### config.mk
export PLATFORM = sky130hd
export DESIGN_NAME = mem_access_seq_flat
export DESIGN_NICKNAME = d
export VERILOG_FILES = /design/src/rtl/mem_access_seq_pkg.sv /design/src/rtl/mem_access_seq_if.sv /design/src/rtl/mem_access_seq_arb.sv /design/src/rtl/mem_access_seq.sv /design/src/flat_wrapper.sv
export SDC_FILE = /design/constraint.sdc
export NUM_CORES = 1
export LEC_CHECK = 0
export CORE_MARGIN = 5
export CORE_UTILIZATION = 43
export DETAILED_ROUTE_END_ITERATION = 12
export GPL_TIMING_DRIVEN = 0
export PLACE_DENSITY = 0.84
export SLEW_MARGIN = 20
export SYNTH_ARGS = -nofsm -noshare
export SYNTH_HDL_FRONTEND = slang
export SYNTH_SLANG_ARGS = --single-unit
### constraint.sdc
create_clock -name clk -period 1.57 [get_ports clk]
set_input_delay 0.157 -clock clk [delete_from_list [all_inputs] [get_ports clk]]
set_output_delay 0.157 -clock clk [all_outputs]
set_load 0.02 [all_outputs]
### src/rtl/mem_access_seq_pkg.sv
// mem_seq_pkg: shared IorD codes, FSM states and requester ids for the memory sequencer
package mem_seq_pkg;
  localparam int CNT_W = 4;
  localparam logic [2:0] IORD_PC     = 3'd0;
  localparam logic [2:0] IORD_EXCP   = 3'd1;
  localparam logic [2:0] IORD_ALURES = 3'd2;
  localparam logic [2:0] IORD_ALUOUT = 3'd3;
  localparam logic [2:0] IORD_REGA   = 3'd4;
  typedef enum logic [1:0] {S_IDLE, S_ACCESS, S_WAIT, S_DONE} state_t;
  typedef enum logic [1:0] {REQ_FETCH = 2'd0, REQ_EXCP = 2'd1, REQ_LDST = 2'd2} req_id_t;
  function automatic logic [2:0] iord_code(input logic [2:0] gnt, input logic [1:0] src);
    return gnt[REQ_EXCP] ? IORD_EXCP :
           !gnt[REQ_LDST] ? IORD_PC :
           src == 2'd1 ? IORD_REGA :
           src == 2'd2 ? IORD_ALURES : IORD_ALUOUT;
  endfunction
endpackage

### src/rtl/mem_access_seq_if.sv
// mem_access_seq_if: request/response bundle between control FSM and memory sequencer
interface mem_access_seq_if #(parameter int SEL_W = 3);
  logic             fetch_req;
  logic             excp_req;
  logic             ldst_req;
  logic             ldst_wr;
  logic [1:0]       ldst_src;
  logic [SEL_W-1:0] IorD;
  logic             MemWr;
  logic             rd_valid;
  logic             fetch_done;
  logic             excp_done;
  logic             ldst_done;
  logic             busy;
  modport master(
    output fetch_req, excp_req, ldst_req, ldst_wr, ldst_src,
    input  IorD, MemWr, rd_valid, fetch_done, excp_done, ldst_done, busy
  );
  modport slave(
    input  fetch_req, excp_req, ldst_req, ldst_wr, ldst_src,
    output IorD, MemWr, rd_valid, fetch_done, excp_done, ldst_done, busy
  );
endinterface

### src/rtl/mem_access_seq_arb.sv
// mem_prio_arb: fixed-priority (excp > ldst > fetch) one-hot arbiter with request mask
module mem_prio_arb
  import mem_seq_pkg::*;
(
  input  logic [2:0] req,
  input  logic [2:0] mask,
  output logic [2:0] gnt
);
  logic [2:0] r;
  assign r = req & ~mask;
  // highest-priority unmasked request wins
  always_comb begin
    gnt            = '0;
    gnt[REQ_EXCP]  = r[REQ_EXCP];
    gnt[REQ_LDST]  = r[REQ_LDST] & ~r[REQ_EXCP];
    gnt[REQ_FETCH] = r[REQ_FETCH] & ~r[REQ_EXCP] & ~r[REQ_LDST];
  end
endmodule

### src/rtl/mem_access_seq.sv
// mem_access_seq: arbitrates and sequences the single memory port of the multicycle CPU
module mem_access_seq
  import mem_seq_pkg::*;
#(
  parameter int MEM_LAT = 2,
  parameter int SEL_W   = 3
) (
  input logic              clk,
  input logic              reset_n,
  mem_access_seq_if.slave  bus
);
  state_t           state, state_n;
  logic [CNT_W-1:0] cnt, cnt_n;
  logic [2:0]       req, mask, gnt, gnt_q, gnt_n;
  logic             wr_q, wr_n;
  logic [SEL_W-1:0] iord, iord_n;
  assign req  = {bus.ldst_req, bus.excp_req, bus.fetch_req};
  assign mask = state == S_DONE ? gnt_q : '0;
  mem_prio_arb u_arb (
    .req  (req),
    .mask (mask),
    .gnt  (gnt)
  );
  // state, wait counter and latched grant/IorD registers
  always_ff @(posedge clk or negedge reset_n) begin
    if (!reset_n) begin
      state <= S_IDLE;
      cnt   <= '0;
      gnt_q <= '0;
      wr_q  <= 1'b0;
      iord  <= '0;
    end else begin
      state <= state_n;
      cnt   <= cnt_n;
      gnt_q <= gnt_n;
      wr_q  <= wr_n;
      iord  <= iord_n;
    end
  end
  // next state; grants are taken in IDLE and DONE so back-to-back accesses need no bubble
  always_comb begin
    state_n = state;
    cnt_n   = cnt;
    gnt_n   = gnt_q;
    wr_n    = wr_q;
    iord_n  = iord;
    case (state)
      S_IDLE, S_DONE: begin
        state_n = |gnt ? S_ACCESS : S_IDLE;
        if (|gnt) begin
          gnt_n  = gnt;
          wr_n   = gnt[REQ_LDST] & bus.ldst_wr;
          iord_n = SEL_W'(iord_code(gnt, bus.ldst_src));
        end
      end
      S_ACCESS: begin
        cnt_n   = CNT_W'(MEM_LAT - 1);
        state_n = (wr_q || MEM_LAT == 1) ? S_DONE : S_WAIT;
      end
      S_WAIT: begin
        cnt_n   = cnt - 1'b1;
        state_n = cnt_n == '0 ? S_DONE : S_WAIT;
      end
      default: state_n = S_IDLE;
    endcase
  end
  assign bus.IorD       = iord;
  assign bus.MemWr      = state == S_ACCESS && wr_q;
  assign bus.rd_valid   = state == S_DONE && !wr_q;
  assign bus.fetch_done = state == S_DONE && gnt_q[REQ_FETCH];
  assign bus.excp_done  = state == S_DONE && gnt_q[REQ_EXCP];
  assign bus.ldst_done  = state == S_DONE && gnt_q[REQ_LDST];
  assign bus.busy       = state != S_IDLE;
endmodule
### src/flat_wrapper.sv
// flat-port wrapper written by rule: the top's interface ports become plain ports
module mem_access_seq_flat import mem_seq_pkg::*;
#(
  parameter int MEM_LAT = 2,
  parameter int SEL_W   = 3
)
  (clk, reset_n, bus_fetch_req, bus_excp_req, bus_ldst_req, bus_ldst_wr, bus_ldst_src, bus_IorD, bus_MemWr, bus_rd_valid, bus_fetch_done, bus_excp_done, bus_ldst_done, bus_busy);
  mem_access_seq_if #(.SEL_W(SEL_W)) bus_i ();
  input logic clk;
  input logic reset_n;
  input wire logic [$bits(bus_i.fetch_req)-1:0] bus_fetch_req;
  input wire logic [$bits(bus_i.excp_req)-1:0] bus_excp_req;
  input wire logic [$bits(bus_i.ldst_req)-1:0] bus_ldst_req;
  input wire logic [$bits(bus_i.ldst_wr)-1:0] bus_ldst_wr;
  input wire logic [$bits(bus_i.ldst_src)-1:0] bus_ldst_src;
  output wire logic [$bits(bus_i.IorD)-1:0] bus_IorD;
  output wire logic [$bits(bus_i.MemWr)-1:0] bus_MemWr;
  output wire logic [$bits(bus_i.rd_valid)-1:0] bus_rd_valid;
  output wire logic [$bits(bus_i.fetch_done)-1:0] bus_fetch_done;
  output wire logic [$bits(bus_i.excp_done)-1:0] bus_excp_done;
  output wire logic [$bits(bus_i.ldst_done)-1:0] bus_ldst_done;
  output wire logic [$bits(bus_i.busy)-1:0] bus_busy;
  assign bus_i.fetch_req = bus_fetch_req;
  assign bus_i.excp_req = bus_excp_req;
  assign bus_i.ldst_req = bus_ldst_req;
  assign bus_i.ldst_wr = bus_ldst_wr;
  assign bus_i.ldst_src = bus_ldst_src;
  assign bus_IorD = bus_i.IorD;
  assign bus_MemWr = bus_i.MemWr;
  assign bus_rd_valid = bus_i.rd_valid;
  assign bus_fetch_done = bus_i.fetch_done;
  assign bus_excp_done = bus_i.excp_done;
  assign bus_ldst_done = bus_i.ldst_done;
  assign bus_busy = bus_i.busy;
  mem_access_seq #(.MEM_LAT(MEM_LAT), .SEL_W(SEL_W)) u_core (.clk(clk), .reset_n(reset_n), .bus(bus_i));
endmodule
==> flow_metrics.env <==
export IMPL_outcome="finished with violations"
export IMPL_violated_checks="negative setup slack"
export IMPL_cts_max_path_buffers=2
export IMPL_dp_slack_ps=-153.5
export IMPL_synthToLayoutAreaGrowth_pct=37.08
export IMPL_drive_gt1_share_pct=28.42
export IMPL_dp_cells=102
export IMPL_max_slew_vio_count=0
export IMPL_cts_max_level=1
export IMPL_postRouteWirelength_microns=1453
export IMPL_drt_initial_drc_count=9
export IMPL_leakage_nw=0.4694
export IMPL_power_density_cell_area_mw_per_mm2=2097
export IMPL_ys_seq_area_share_pct=44.22
export IMPL_final_period_utilization_pct=101.4
export IMPL_cpPeakStageDelay_ps=420
export IMPL_unrepaired_setup_endpoints_after_global_routing="yes"
export IMPL_number_of_detailed_routing_iterations_run_before_antenna_repair=4
export IMPL_worst_setup_hold_path_clk_slew_ps=80
export IMPL_synthesis_area_per_instance_sq_um=10.66
export IMPL_route_antenna_remaining_nets=0
export IMPL_timing_hold_worst_class="in2async"
export IMPL_r2r_cells=6
export IMPL_crit_slowest_cell="dfrtp_1"
export IMPL_crit_chain="inv_2, ha_4, nand2b_4, or2_0, buf_4, a32o_1"
export IMPL_critPathRequiredTime_ps=1730
export IMPL_period_minus_slack_ps=1592
export IMPL_num_vias=578
export IMPL_clock_sinks=13
export IMPL_critical_path_class="reg2reg"
export IMPL_endpoint_class_of_the_critical_path="register"
export IMPL_top_layer="met4"
export IMPL_cts_tree="built"
export IMPL_critical_path_n_buffers_inverters=2
export IMPL_cts_root_buffer_cell="clkbuf_4"
export IMPL_timing_final_setup_violations=4
export IMPL_fin_skew_ps=4.680
export IMPL_core_area_sq_mm=0.001670
export IMPL_final_net_count=111
export IMPL_area_of_the_die_sq_mm=0.002638
export IMPL_timing_critical_path_fanout_max=7
export IMPL_global_route_overflow_total=0
export IMPL_yosys_cell_types_count=28
export IMPL_power_ir_vdd_worst_mv=1.136
export IMPL_clock_latency_ps=270
export IMPL_pin_count_of_the_biggest_net_entering_global_routing=14
export IMPL_antenna_diode_instance_count=0
export IMPL_ctsHoldBuffers=0
export IMPL_layout_commonest_cell="dfrtp_1"
export IMPL_dieHeight_microns=51.37
export IMPL_critPathTopFamily="flip-flops"
export IMPL_grt_first_pass_wirelength_microns=2435
export IMPL_post_synth_instance_area_sq_um=735.7
export IMPL_post_dp_hpwl_microns=1078
export IMPL_starting_density_pct=44.04
export IMPL_most_common_layout_cells="dfrtp_1, clkdlybuf4s50_1, inv_1"
export IMPL_number_of_antenna_violations_at_the_first_check_in_global_routing=0
export IMPL_wire_per_inst_microns=12.97
export IMPL_ys_seq_elements=13
export IMPL_postSynthCellCount=69
export IMPL_routed_via_density=5.161
export IMPL_max_slew_margin_pct=60.13
export IMPL_met2WireLength_microns=725
export IMPL_cts_buffer_count=3
export IMPL_die_x_microns=51.37
export IMPL_crit_arrival_ps=1750
export IMPL_placementRows=15
export IMPL_timing_max_cap_violations=0
export IMPL_yosysWarnings=0
export IMPL_syn_num_nets=84
export IMPL_post_route_worst_setup_slack_ps=-22.04
export IMPL_top_level_ports=17
export IMPL_detail_route_drc_violations=0
export IMPL_buffer_ports_inserted=16
export IMPL_number_of_global_route_vias_before_repair=574
export IMPL_timing_critical_path_from_type="register"
export IMPL_finalWeightedCongestion=0.8210
export IMPL_track_usage_pct=12.48
export IMPL_postLayoutCoreUtil_pct=60.37
export IMPL_crit_cells=6
export IMPL_final_cells=112
export IMPL_m1WireLength_microns=651
export IMPL_fmax_ghz=0.6281
export IMPL_final_hold_violation_count=0
export IMPL_detailroute_wirelength_met3_microns=57
export IMPL_worst_slew_pin_transition_ps=596.2
through the flow:
step	area, sq um	hold WS (ps)	TNS, ps	total power, mW
final	1008	255.4	-39.79	2.115
after global routing	1008	295.5	-306.5	2.302
after CTS	970.9	274.2	-47.58	1.959
after detailed placement	917.1	520.1	-737.1	1.679
after global placement	917.1	506.4	-603.4	1.653
after floorplan	735.7	-138.6	-196.8	1.339
state kept, by name, indices dropped and copies added, names as in the netlist:
signal	count
u_core.cnt	4
u_core.wr_q	1
u_core.gnt_q	3
u_core.bus.IorD	3
u_core.state	2
area by class of cell:
cell class                 instances  area, sq um
timing repair buffer              23        195.2
clock buffer                       4        26.28
inverter                          11        41.29
tap                               17        21.27
fill                             135        661.9
multi-input combinational         43        390.4
buffer                             1        7.507
sequential                        13        326.6
cell families (layout without fill, tap and decap cells):
family,after synthesis,after routing,share of synthesized area (%)
compound gates,17,17,17.01
simple gates,17,17,16.32
flops,13,13,44.22
buf+inv,13,39,7.822
fa+ha+maj,7,7,11.90
xor+xnor,1,1,1.191
mux,1,1,1.531
per-layer routing:
layer  up-vias  track usage, %
met5         -               0
met4         0           6.550
met3         4           2.041
met2        14           20.55
met1       272           15.51
li1        288               -
power breakdown:
part	switching, mW	internal (mW)
sequential	0.121	0.483
combinational	0.628	0.681
clock	0.104	0.0985
Yosys cell counts:
| cell | n | area share [%] |
|---|---|---|
| a21boi_1 | 1 | 1.0 |
| mux2_2 | 1 | 1.5 |
| a32o_1 | 4 | 5.4 |
| nand2_1 | 1 | 0.51 |
| a21oi_1 | 2 | 1.4 |
| a31o_2 | 1 | 1.2 |
| buf_6 | 1 | 1.5 |
| inv_1 | 11 | 5.6 |
| xnor2_1 | 1 | 1.2 |
| nand4_1 | 2 | 1.7 |
| or3_1 | 1 | 0.85 |
| dfrtp_1 | 13 | 44 |
| and3_1 | 1 | 0.85 |
| o21ai_2 | 1 | 1.2 |
| and2_1 | 4 | 3.4 |
| nor3_1 | 1 | 0.68 |
| a21boi_0 | 2 | 2.0 |
| a22oi_1 | 1 | 1.0 |
| o31ai_1 | 1 | 1.0 |
| nor3b_2 | 1 | 1.7 |
| buf_2 | 1 | 0.68 |
| or4_4 | 1 | 1.5 |
| o21ai_0 | 4 | 2.7 |
| ha_1 | 7 | 12 |
| nand2b_4 | 1 | 1.9 |
| nand3_1 | 1 | 0.68 |
| nor2b_1 | 2 | 1.7 |
| or2_0 | 1 | 0.85 |
worst paths after layout:
| check | start | endpoint | slack (ps) |
|---|---|---|---|
| min in group clk | bus_ldst_wr | u_core.wr_q$_DFFE_PN0P_ | 490 |
| min | reset_n | u_core.cnt[2]$_DFFE_PN0P_ | 260 |
| max in group asynchronous | reset_n | u_core.state[0]$_DFF_PN0_ | 900 |
| min reg2reg | u_core.gnt_q[0]$_DFFE_PN0P_ | u_core.gnt_q[0]$_DFFE_PN0P_ | 530 |
| max | u_core.state[1]$_DFF_PN0_ | u_core.gnt_q[1]$_DFFE_PN0P_ | -20 |
| max reg2reg | u_core.state[1]$_DFF_PN0_ | u_core.gnt_q[1]$_DFFE_PN0P_ | -20 |
what timing repair did:
item | 4_1_cts | 5_1_grt
gates resized for setup | 16 | 9
hold endpoints to repair | 0 | 0
pin swaps | 1 | 1
cloned | 0 | 0
setup endpoints to repair | 12 | 11
setup buffers | 2 | 5
Note: power is estimated with default switching activity, not from simulation.
